===== config.mk =====
export PLATFORM = sky130hd
export DESIGN_NAME = sec60_timer
export DESIGN_NICKNAME = d
export VERILOG_FILES = /design/src/rtl/sec60_timer.sv
export SDC_FILE = /design/constraint.sdc
export NUM_CORES = 1
export LEC_CHECK = 0
export CORE_UTILIZATION = 51
export DETAILED_ROUTE_END_ITERATION = 6
export GPL_TIMING_DRIVEN = 1
export PLACE_DENSITY_LB_ADDON = 0.08
export SYNTH_ARGS = -nofsm -noshare
export SYNTH_HDL_FRONTEND = slang
export SYNTH_SLANG_ARGS = --single-unit

===== constraint.sdc =====
create_clock -name Clk -period 1.6 [get_ports Clk]
set_input_delay 0.32 -clock Clk [delete_from_list [all_inputs] [get_ports Clk]]
set_output_delay 0.32 -clock Clk [all_outputs]
set_load 0.02 [all_outputs]

===== src/rtl/sec60_timer.sv =====
// sec60_timer: 00..59 seconds stopwatch with run/pause control.
// A 26-bit prescaler divides Clk down to one count per second while running.
// Build option: define SEC60_AUTOSTOP_EN to stop at 59 in DONE. Otherwise
// the count wraps to 00 with a rollover pulse, and done is tied low.
module sec60_timer #(
  parameter int unsigned CLK_DIV = 32'd50000000
) (
  input  logic       Clk,
  input  logic       Rst,
  input  logic       start_stop,
  input  logic       clear,
  output logic [3:0] secs_tens,
  output logic [3:0] secs_ones,
  output logic       running,
  output logic       sec_tick,
  output logic       rollover,
  output logic       done
);

  typedef enum logic [1:0] {
    ST_IDLE  = 2'd0,
    ST_RUN   = 2'd1,
    ST_PAUSE = 2'd2,
    ST_DONE  = 2'd3
  } state_t;

  localparam logic [25:0] PRESC_TC = 26'(CLK_DIV - 32'd1);

  // Next BCD seconds value, returned as {wrap, tens, ones}.
  // The >= comparisons keep the digits in range even if a digit is corrupted.
  function automatic logic [8:0] bcd_inc(input logic [3:0] tens, input logic [3:0] ones);
    logic [8:0] res;
    if (ones >= 4'd9) begin
      if (tens >= 4'd5) begin
        res = {1'b1, 4'd0, 4'd0};
      end else begin
        res = {1'b0, tens + 4'd1, 4'd0};
      end
    end else begin
      res = {1'b0, tens, ones + 4'd1};
    end
    return res;
  endfunction

  state_t      state_r, state_nx_s;
  logic [25:0] presc_r, presc_nx_s;
  logic [3:0]  tens_r, tens_nx_s;
  logic [3:0]  ones_r, ones_nx_s;
  logic        running_r, tick_r, roll_r;
  logic        tick_nx_s, roll_nx_s;
  logic [8:0]  inc_s;

  assign inc_s = bcd_inc(tens_r, ones_r);

  // Next-state, prescaler and count decode; clear overrides everything else.
  always_comb begin
    state_nx_s = state_r;
    presc_nx_s = presc_r;
    tens_nx_s  = tens_r;
    ones_nx_s  = ones_r;
    tick_nx_s  = 1'b0;
    roll_nx_s  = 1'b0;
    if (clear) begin
      state_nx_s = ST_IDLE;
      presc_nx_s = 26'd0;
      tens_nx_s  = 4'd0;
      ones_nx_s  = 4'd0;
    end else begin
      case (state_r)
        ST_IDLE: begin
          presc_nx_s = 26'd0;
          tens_nx_s  = 4'd0;
          ones_nx_s  = 4'd0;
          state_nx_s = start_stop ? ST_RUN : ST_IDLE;
        end
        ST_RUN: begin
          if (presc_r == PRESC_TC) begin
            // Terminal count: the increment always lands, even with a pause request.
            presc_nx_s = 26'd0;
            tick_nx_s  = 1'b1;
`ifdef SEC60_AUTOSTOP_EN
            if (inc_s[8]) begin
              state_nx_s = ST_DONE;
            end else begin
              tens_nx_s  = inc_s[7:4];
              ones_nx_s  = inc_s[3:0];
              state_nx_s = start_stop ? ST_PAUSE : ST_RUN;
            end
`else
            tens_nx_s  = inc_s[7:4];
            ones_nx_s  = inc_s[3:0];
            roll_nx_s  = inc_s[8];
            state_nx_s = start_stop ? ST_PAUSE : ST_RUN;
`endif
          end else begin
            presc_nx_s = presc_r + 26'd1;
            state_nx_s = start_stop ? ST_PAUSE : ST_RUN;
          end
        end
        ST_PAUSE: begin
          // Prescaler is held so the partial second survives the pause.
          state_nx_s = start_stop ? ST_RUN : ST_PAUSE;
        end
        ST_DONE: begin
          state_nx_s = ST_DONE;
        end
        default: begin
          state_nx_s = ST_IDLE;
          presc_nx_s = 26'd0;
          tens_nx_s  = 4'd0;
          ones_nx_s  = 4'd0;
        end
      endcase
    end
  end

  // State, prescaler, count and output flag registers with synchronous reset.
  always_ff @(posedge Clk) begin
    if (Rst) begin
      state_r   <= ST_IDLE;
      presc_r   <= 26'd0;
      tens_r    <= 4'd0;
      ones_r    <= 4'd0;
      running_r <= 1'b0;
      tick_r    <= 1'b0;
      roll_r    <= 1'b0;
    end else begin
      state_r   <= state_nx_s;
      presc_r   <= presc_nx_s;
      tens_r    <= tens_nx_s;
      ones_r    <= ones_nx_s;
      running_r <= (state_nx_s == ST_RUN);
      tick_r    <= tick_nx_s;
      roll_r    <= roll_nx_s;
    end
  end

`ifdef SEC60_AUTOSTOP_EN
  logic done_r;

  // Registered DONE indicator.
  always_ff @(posedge Clk) begin
    if (Rst) begin
      done_r <= 1'b0;
    end else begin
      done_r <= (state_nx_s == ST_DONE);
    end
  end

  assign done = done_r;
`else
  assign done = 1'b0;
`endif

  assign secs_tens = tens_r;
  assign secs_ones = ones_r;
  assign running   = running_r;
  assign sec_tick  = tick_r;
  assign rollover  = roll_r;

endmodule


==> results of run 1 <==
-- critical path: cells and delay by family, from the launching register on --
kind / cells / cell delay (ps)
compound gates: 2 / 340
simple gates: 3 / 910
flops: 1 / 340
buf+inv: 1 / 50
fa+ha+maj: 1 / 170
-- sequential cells by signal (all words and copies together) (netlist names) --
| signal | cells |
|---|---|
| rollover | 1 |
| presc_r | 26 |
| running | 1 |
| state_r | 2 |
| secs_tens | 4 |
| secs_ones | 4 |
| sec_tick | 1 |
-- cells in the final DEF, fill, tap and decap left out, types with 7 or more instances in the layout --
cell type / instances
nor3_1: 7
nand3_1: 13
buf_4: 47
xor2_1: 8
xnor2_1: 14
nand2_1: 12
inv_1: 11
dlygate4sd2_1: 7
nor2_1: 36
dfxtp_1: 33
-- per-stage QoR --
stage	hold WS, ps	util, %
4_1_cts	504.6	71.47
5_1_grt	501.3	72.69
2_1_floorplan	409.6	-
6_report	488.1	72.69
3_5_place_dp	494.1	68.42
3_3_place_gp	474.6	68.42
-- where the power goes --
| group | internal [uW] | leakage [uW] | switching, uW |
|---|---|---|---|
| registers | 973 | 0.000317 | 1.53 |
| logic | 29.2 | 0.000717 | 29.1 |
| clock network | 306 | 0.0000422 | 331 |
| total | 1310 | 0.00108 | 361 |
-- logic make-up (layout without fill, tap and decap cells) --
kind of cell / Yosys count / count (layout) / share of synthesized area (%)
muxes: 4 / 4 / 2.149
xor gates and xnor gates: 22 / 22 / 9.735
AOI/OAI and AO/OA: 23 / 23 / 8.976
buffers and inverters: 18 / 85 / 4.993
other: 1 / 1 / 0.1895
DFF: 39 / 39 / 39.44
and+or+nand+nor: 109 / 109 / 30.09
adders and majority gates: 7 / 7 / 4.425
-- worst max-delay path by stage --
stage | end | slack (ps)
5_1_grt | secs_tens[2]$_SDFFE_PP0P_ | -350
2_1_floorplan | secs_tens[2]$_SDFFE_PP0P_ | -190
3_5_place_dp | secs_tens[0]$_SDFFE_PP0P_ | -300
3_3_place_gp | secs_tens[0]$_SDFFE_PP0P_ | -240
4_1_cts | secs_ones[0]$_SDFFE_PP0P_ | -260
6_report | secs_tens[2]$_SDFFE_PP0P_ | -250
-- per-layer routing --
metal	wire [um]	vias up	part of all wire (%)
li1	-	900	-
met5	0	-	0
met2	2444	40	52
met1	2010	850	43
met3	157	10	3.3
met4	92	0	2.0
-- area by class of cell --
class | instances | area, um2 | share of cell area (%)
clock buffers | 7 | 76.32 | 2.846
clock inverters | 1 | 5.005 | 0.1867
inverters | 11 | 41.29 | 1.540
multi-input cells | 166 | 1159 | 43.21
flip-flops and latches | 39 | 788.3 | 29.40
well taps | 48 | 60.06 | 2.240
repair buffers | 66 | 551.8 | 20.58
-- timing repair --
item,CTS,global route
pin swaps,1,2
gates cloned,0,0
buffers inserted,1,2
hold buffers,0,0
endpoints found under the setup margin,42,37
gates resized for setup,14,10
==> results.md, run 1 <==
- Reg2reg start: secs_tens[1]$_SDFFE_PP0P_
- Pleak: 0.001077 uW
- Slowest cell on the critical path: or3b_2
- Status: finished with violations
- Via count: 1800
- DRC: 0
- Setup WS pre-CTS: -304.7 ps
- Post-synthesis register bit count: 39
- Skew final: 5.392 ps
- Global-route wire length before repair: 7859 um
- IO buf count: 14
- Drt pass-1 iters: 4
- Crit path kind: flip-flop to flip-flop
- Hold Path Origin: presc_r[1]$_SDFFE_PP0P_
- Hold Path Class: flip-flop to flip-flop
- Reg-to-Reg End: secs_tens[2]$_SDFFE_PP0P_
- Worst path cell trace: inv_1 -> ha_1 -> nand2b_1 -> a21oi_1 -> or3b_2 -> nor3b_1 -> a211o_1
- Vias per cell: 5.325
- Peak Freq: 541.3 MHz
- Synth cell types: 49
- IR drop worst, VDD: 0.5034 mV
- Layout Cells excl Fill: 338
- Gr usage total: 24.79%
- Die span in x: 64.30 um
- DR WL/cell: 13.92 um
- Worst setup path start: secs_tens[1]$_SDFFE_PP0P_
- HPWL after DPL: 3614 um
- Hold path depth: 2
- Pin count of the biggest net entering global routing: 21
- Post-synth ARST share: 0%
- Number of global-route vias before repair: 1795
- Post-synthesis instance total: 223
- Total power: 1670 uW
- Power Density: 622.7 nW/um2
- Final Cell Area: 2681 um2
- Fin crit share: 115.5%
- Post-Route WL: 4705 um
- Grt ovf: 0
- Post-route ant nets: 0
- CTS tree: built
- Synth area leader: dfxtp_1
- Met1 global-route usage: 27.15%
- GPL Wtd Cong: 0.8981
- Core ar.: 3689 um2
- Setup TNS: -7661 ps
- Die area: 4134 um2
- Clk sink count: 39
- Max_cap viols: 0
- Post-synthesis instance area: 1979 um2
- Top cells by area, synth: dfxtp_1, nor2_1, xnor2_1
- Synth Flop Type: dfxtp_1
- ANT cells: 0
- Clk root buf: clkbuf_8
- Drt initial violations: 97
- Initial antenna violation count: 0
- Global routing usage on met2: 45.00%
- Number of flops mapped to enable cells by yosys: 0
- Die height: 64.30 um
- Endpoint class of the critical path: flip-flop
- Final setup vio count: 35
- GR Util met3: 5.714%
- CP Data Required Time: 1840 ps
- Starting Density: 53.66%
- CTS Buf Count: 5
- Area growth, synth to finish: 35.46%
- CP arrival: 2080 ps
- Sequential area share after synthesis: 39.44%
- Global route hottest layer: met2
- Failing checks: negative setup slack
- Setup slack, reg-to-reg: -250 ps
- Commonest cells in the netlist: dfxtp_1, nor2_1, xnor2_1, nand3_1, nand2_1
- Avg Cell Area, Syn: 8.876 um2
- Synth warnings: 0
- CP startpoint kind: flip-flop
- # IOs: 16
- Inst Count DP: 328
- Worst-path maximum fanout: 3
- Htree depth: 2
- Slew Limit Fails: 0
- Clk_lat worst skew: 280 ps
- Slowest cell delay on critical path: 550 ps
- Filler instances: 307
- Count leader, synth: dfxtp_1
- Placement Cell Area: 2524 um2
- # rows: 22
- Clock-pin slew on the worst setup and hold paths: 80 ps
- Deepest clock path buffer count: 2
- Nets@finish: 300
- Hold Vio Cnt, Final: 0
- RSZ-0062 raised after global routing: yes
- Reg2Reg Depth: 7
- Final min period: 1847 ps
- Worst Slack Setup Final: -247.3 ps
- Syn nets: 234
- Post-synth top area share: 39.44%
- Worst hold endpoint: presc_r[1]$_SDFFE_PP0P_
- Share of post-route cells with drive strength above 1: 31.03%
Note: power is estimated with default switching activity, not from simulation.
==> inputs of run 2 (changes only) <==
--- a/config.mk
+++ b/config.mk
@@ -5,6 +5,8 @@
 export SDC_FILE = /design/constraint.sdc
 export NUM_CORES = 1
 export LEC_CHECK = 0
+export CORE_ASPECT_RATIO = 0.75
+export CORE_MARGIN = 4
 export CORE_UTILIZATION = 51
 export DETAILED_ROUTE_END_ITERATION = 6
 export GPL_TIMING_DRIVEN = 1
==> results.md, run 2 (synthesis gave the netlist of run 1 again) <==
- Setup slack, reg-to-reg: -240 ps (about the same)
- Via count: 1801 (+0.056%)
- Share of post-route cells with drive strength above 1: 34.02% (+3.0 points)
- Reg with most FFs: presc_r
- Sequential share of power: 48.0% (-10 points)
- Die height: 61.95 um (-3.7%)
- Pin count of the biggest net entering global routing: 15 (-29%)
- Drt initial violations: 115 (+19%)
- Clk root buf: clkbuf_8
- Max_cap viols: 0 (unchanged)
- Clk_lat worst skew: 300 ps (+20 ps)
- Post-route ant nets: 0 (unchanged)
- Total power: 2031 uW (+22%)
- # IOs: 16 (unchanged)
- Power Density: 734.2 nW/um2 (+18%)
- Clk pwr share: 49.1% (+11 points)
- Core ar.: 3709 um2 (+0.54%)
- Int Power: 1624 uW (+24%)
- Area of the multi-input gates: 1177 um2 (+1.6%)
- Worst-path maximum fanout: 13 (+10)
- IR drop worst, VDD: 0.5418 mV (+7.6%)
- Setup WS pre-CTS: -273.3 ps (+31.42 ps)
- Failing checks: negative setup slack
- Hold Path Class: flip-flop to flip-flop
- Clock-pin slew on the worst setup and hold paths: 80 ps (about the same)
- Endpoint class of the critical path: flip-flop
- Nets@finish: 301 (+0.33%)
- Status: finished with violations
- GPL Wtd Cong: 0.8263 (-8.0%)
- Crit path kind: flip-flop to flip-flop
- # rows: 19 (-14%)
- Final min period: 1838 ps (-8.932 ps)
- Commonest cells after routing, fill and taps aside: buf_4, nor2_1, dfxtp_1
- Combinational share of power: 2.9% (-0.6 points)
- Net switching power: 407.2 uW (+13%)
- CP Data Required Time: 1790 ps (-50 ps)
- Drt pass-1 iters: 4 (unchanged)
- ANT cells: 0 (unchanged)
- CTS Hold Bufs: 0 (unchanged)
- Skew final: 7.472 ps (+2.079 ps)
- HPWL after DPL: 3578 um (-0.99%)
- DRC: 0 (unchanged)
- CP startpoint kind: flip-flop
- Reg2Reg Depth: 7 (unchanged)
- DR WL/cell: 14.60 um (+4.9%)
- Die area: 4952 um2 (+20%)
- CP arrival: 2030 ps (-50 ps)
- Area growth, synth to finish: 39.76%
- Initial antenna violation count: 0 (unchanged)
- Slew Limit Fails: 0 (unchanged)
- RSZ-0062 raised after global routing: yes
- Commonest non-fill, non-tap cell in the layout: buf_4
- Worst Slack Setup Final: -238.4 ps (+8.932 ps)
- Global-route wire length before repair: 7997 um (+1.8%)
- Hold Vio Cnt, Final: 0 (unchanged)
- Post-Route WL: 5009 um (+6.5%)
- Reg area: 788.3 um2 (unchanged)
- Reg-to-Reg End: secs_ones[1]$_SDFFE_PP0P_
- Filler instances: 306 (-0.33%)
- Final setup vio count: 34 (-2.9%)
- Vias per cell: 5.251 (-1.4%)
- Max reg flops: 26 (unchanged)
- Crit path capture: secs_ones[1]$_SDFFE_PP0P_
- IO buf count: 14 (unchanged)
- Fin crit share: 114.9% (-0.56 points)
- Starting Density: 53.37% (-0.29 points)
- Switching share of power: 20.05% (-1.6 points)
- Deepest clock path buffer count: 2 (unchanged)
- Reg2reg start: presc_r[10]$_SDFFE_PP0P_
- Clk sink count: 39 (unchanged)
- Peak Freq: 543.9 MHz (+0.49%)
- Pleak: 0.001102 uW (+2.3%)
- Number of global-route vias before repair: 1734 (-3.4%)
- Worst setup path start: presc_r[10]$_SDFFE_PP0P_
- Gr usage total: 21.60% (-3.2 points)
- Die span in x: 79.94 um (+24%)
- Grt ovf: 0 (unchanged)
- Htree depth: 2 (unchanged)
- CTS Buf Count: 5 (unchanged)
- CTS tree: built
run 2: final cells by class:
class                           count  area share, %
Tap cell                           52          2.352
Multi-Input combinational cell    166          42.56
Inverter                           11          1.493
Clock inverter                      3          2.442
Clock buffer                        5          2.488
Sequential cell                    39          28.49
Timing Repair Buffer               67          20.17
run 2: repair_timing:
item / 4_1_cts / 5_1_grt
endpoints found under the setup margin: 41 / 37
resized for setup: 17 / 17
pin swaps: 1 / 5
setup buffers: 2 / 2
run 2: worst min-delay path by stage:
stage | cells past startpoint | start | slack [ps] | to
after floorplan | 1 | start_stop | 410 | state_r[0]$_SDFF_PP0_
after global placement | 2 | presc_r[1]$_SDFFE_PP0P_ | 480 | presc_r[1]$_SDFFE_PP0P_
after detailed placement | 2 | presc_r[1]$_SDFFE_PP0P_ | 490 | presc_r[1]$_SDFFE_PP0P_
after CTS | 2 | presc_r[1]$_SDFFE_PP0P_ | 500 | presc_r[1]$_SDFFE_PP0P_
after global routing | 2 | presc_r[1]$_SDFFE_PP0P_ | 530 | presc_r[1]$_SDFFE_PP0P_
final | 1 | secs_tens[3]$_SDFFE_PP0P_ | 520 | secs_tens[3]$_SDFFE_PP0P_
run 2: power groups by stage:
stage | combinational, uW | sequential (uW) | clock [uW]
after global routing | 64.3 | 975 | 1060
after floorplan | 32.9 | 999 | 0
after CTS | 55.8 | 974 | 1010
after detailed placement | 54.7 | 997 | 0
final | 59.5 | 974 | 997
after global placement | 54.0 | 997 | 0
run 2: per-stage QoR:
step	hold slack, ps	utilization, %	TNS, ps	instances	area (um2)
after global placement	481.3	67.85	-4871	332	2516
after floorplan	409.6	-	-2959	223	1993
after CTS	502.5	72.60	-6577	342	2693
after detailed placement	487.2	67.85	-6497	332	2516
final	516.0	74.60	-6980	343	2766
after global routing	534.4	74.60	-9295	343	2766
run 2: worst max-delay path, stage by stage (launching register included):
cell and delay (ps):
dfxtp_2 330, or4b_4 540, nor3_4 170, buf_6 130
nand4_4 100, a31oi_4 210, buf_8 180, o22ai_1 80
run 2: routing by layer:
layer / up-vias / GRT usage (%) / share of wire, %
met2: 45 / 33.49 / 46
met5: - / 0 / 0
met3: 7 / 5.476 / 4.8
li1: 901 / - / -
met4: 0 / 9.639 / 1.7
met1: 848 / 28.86 / 48
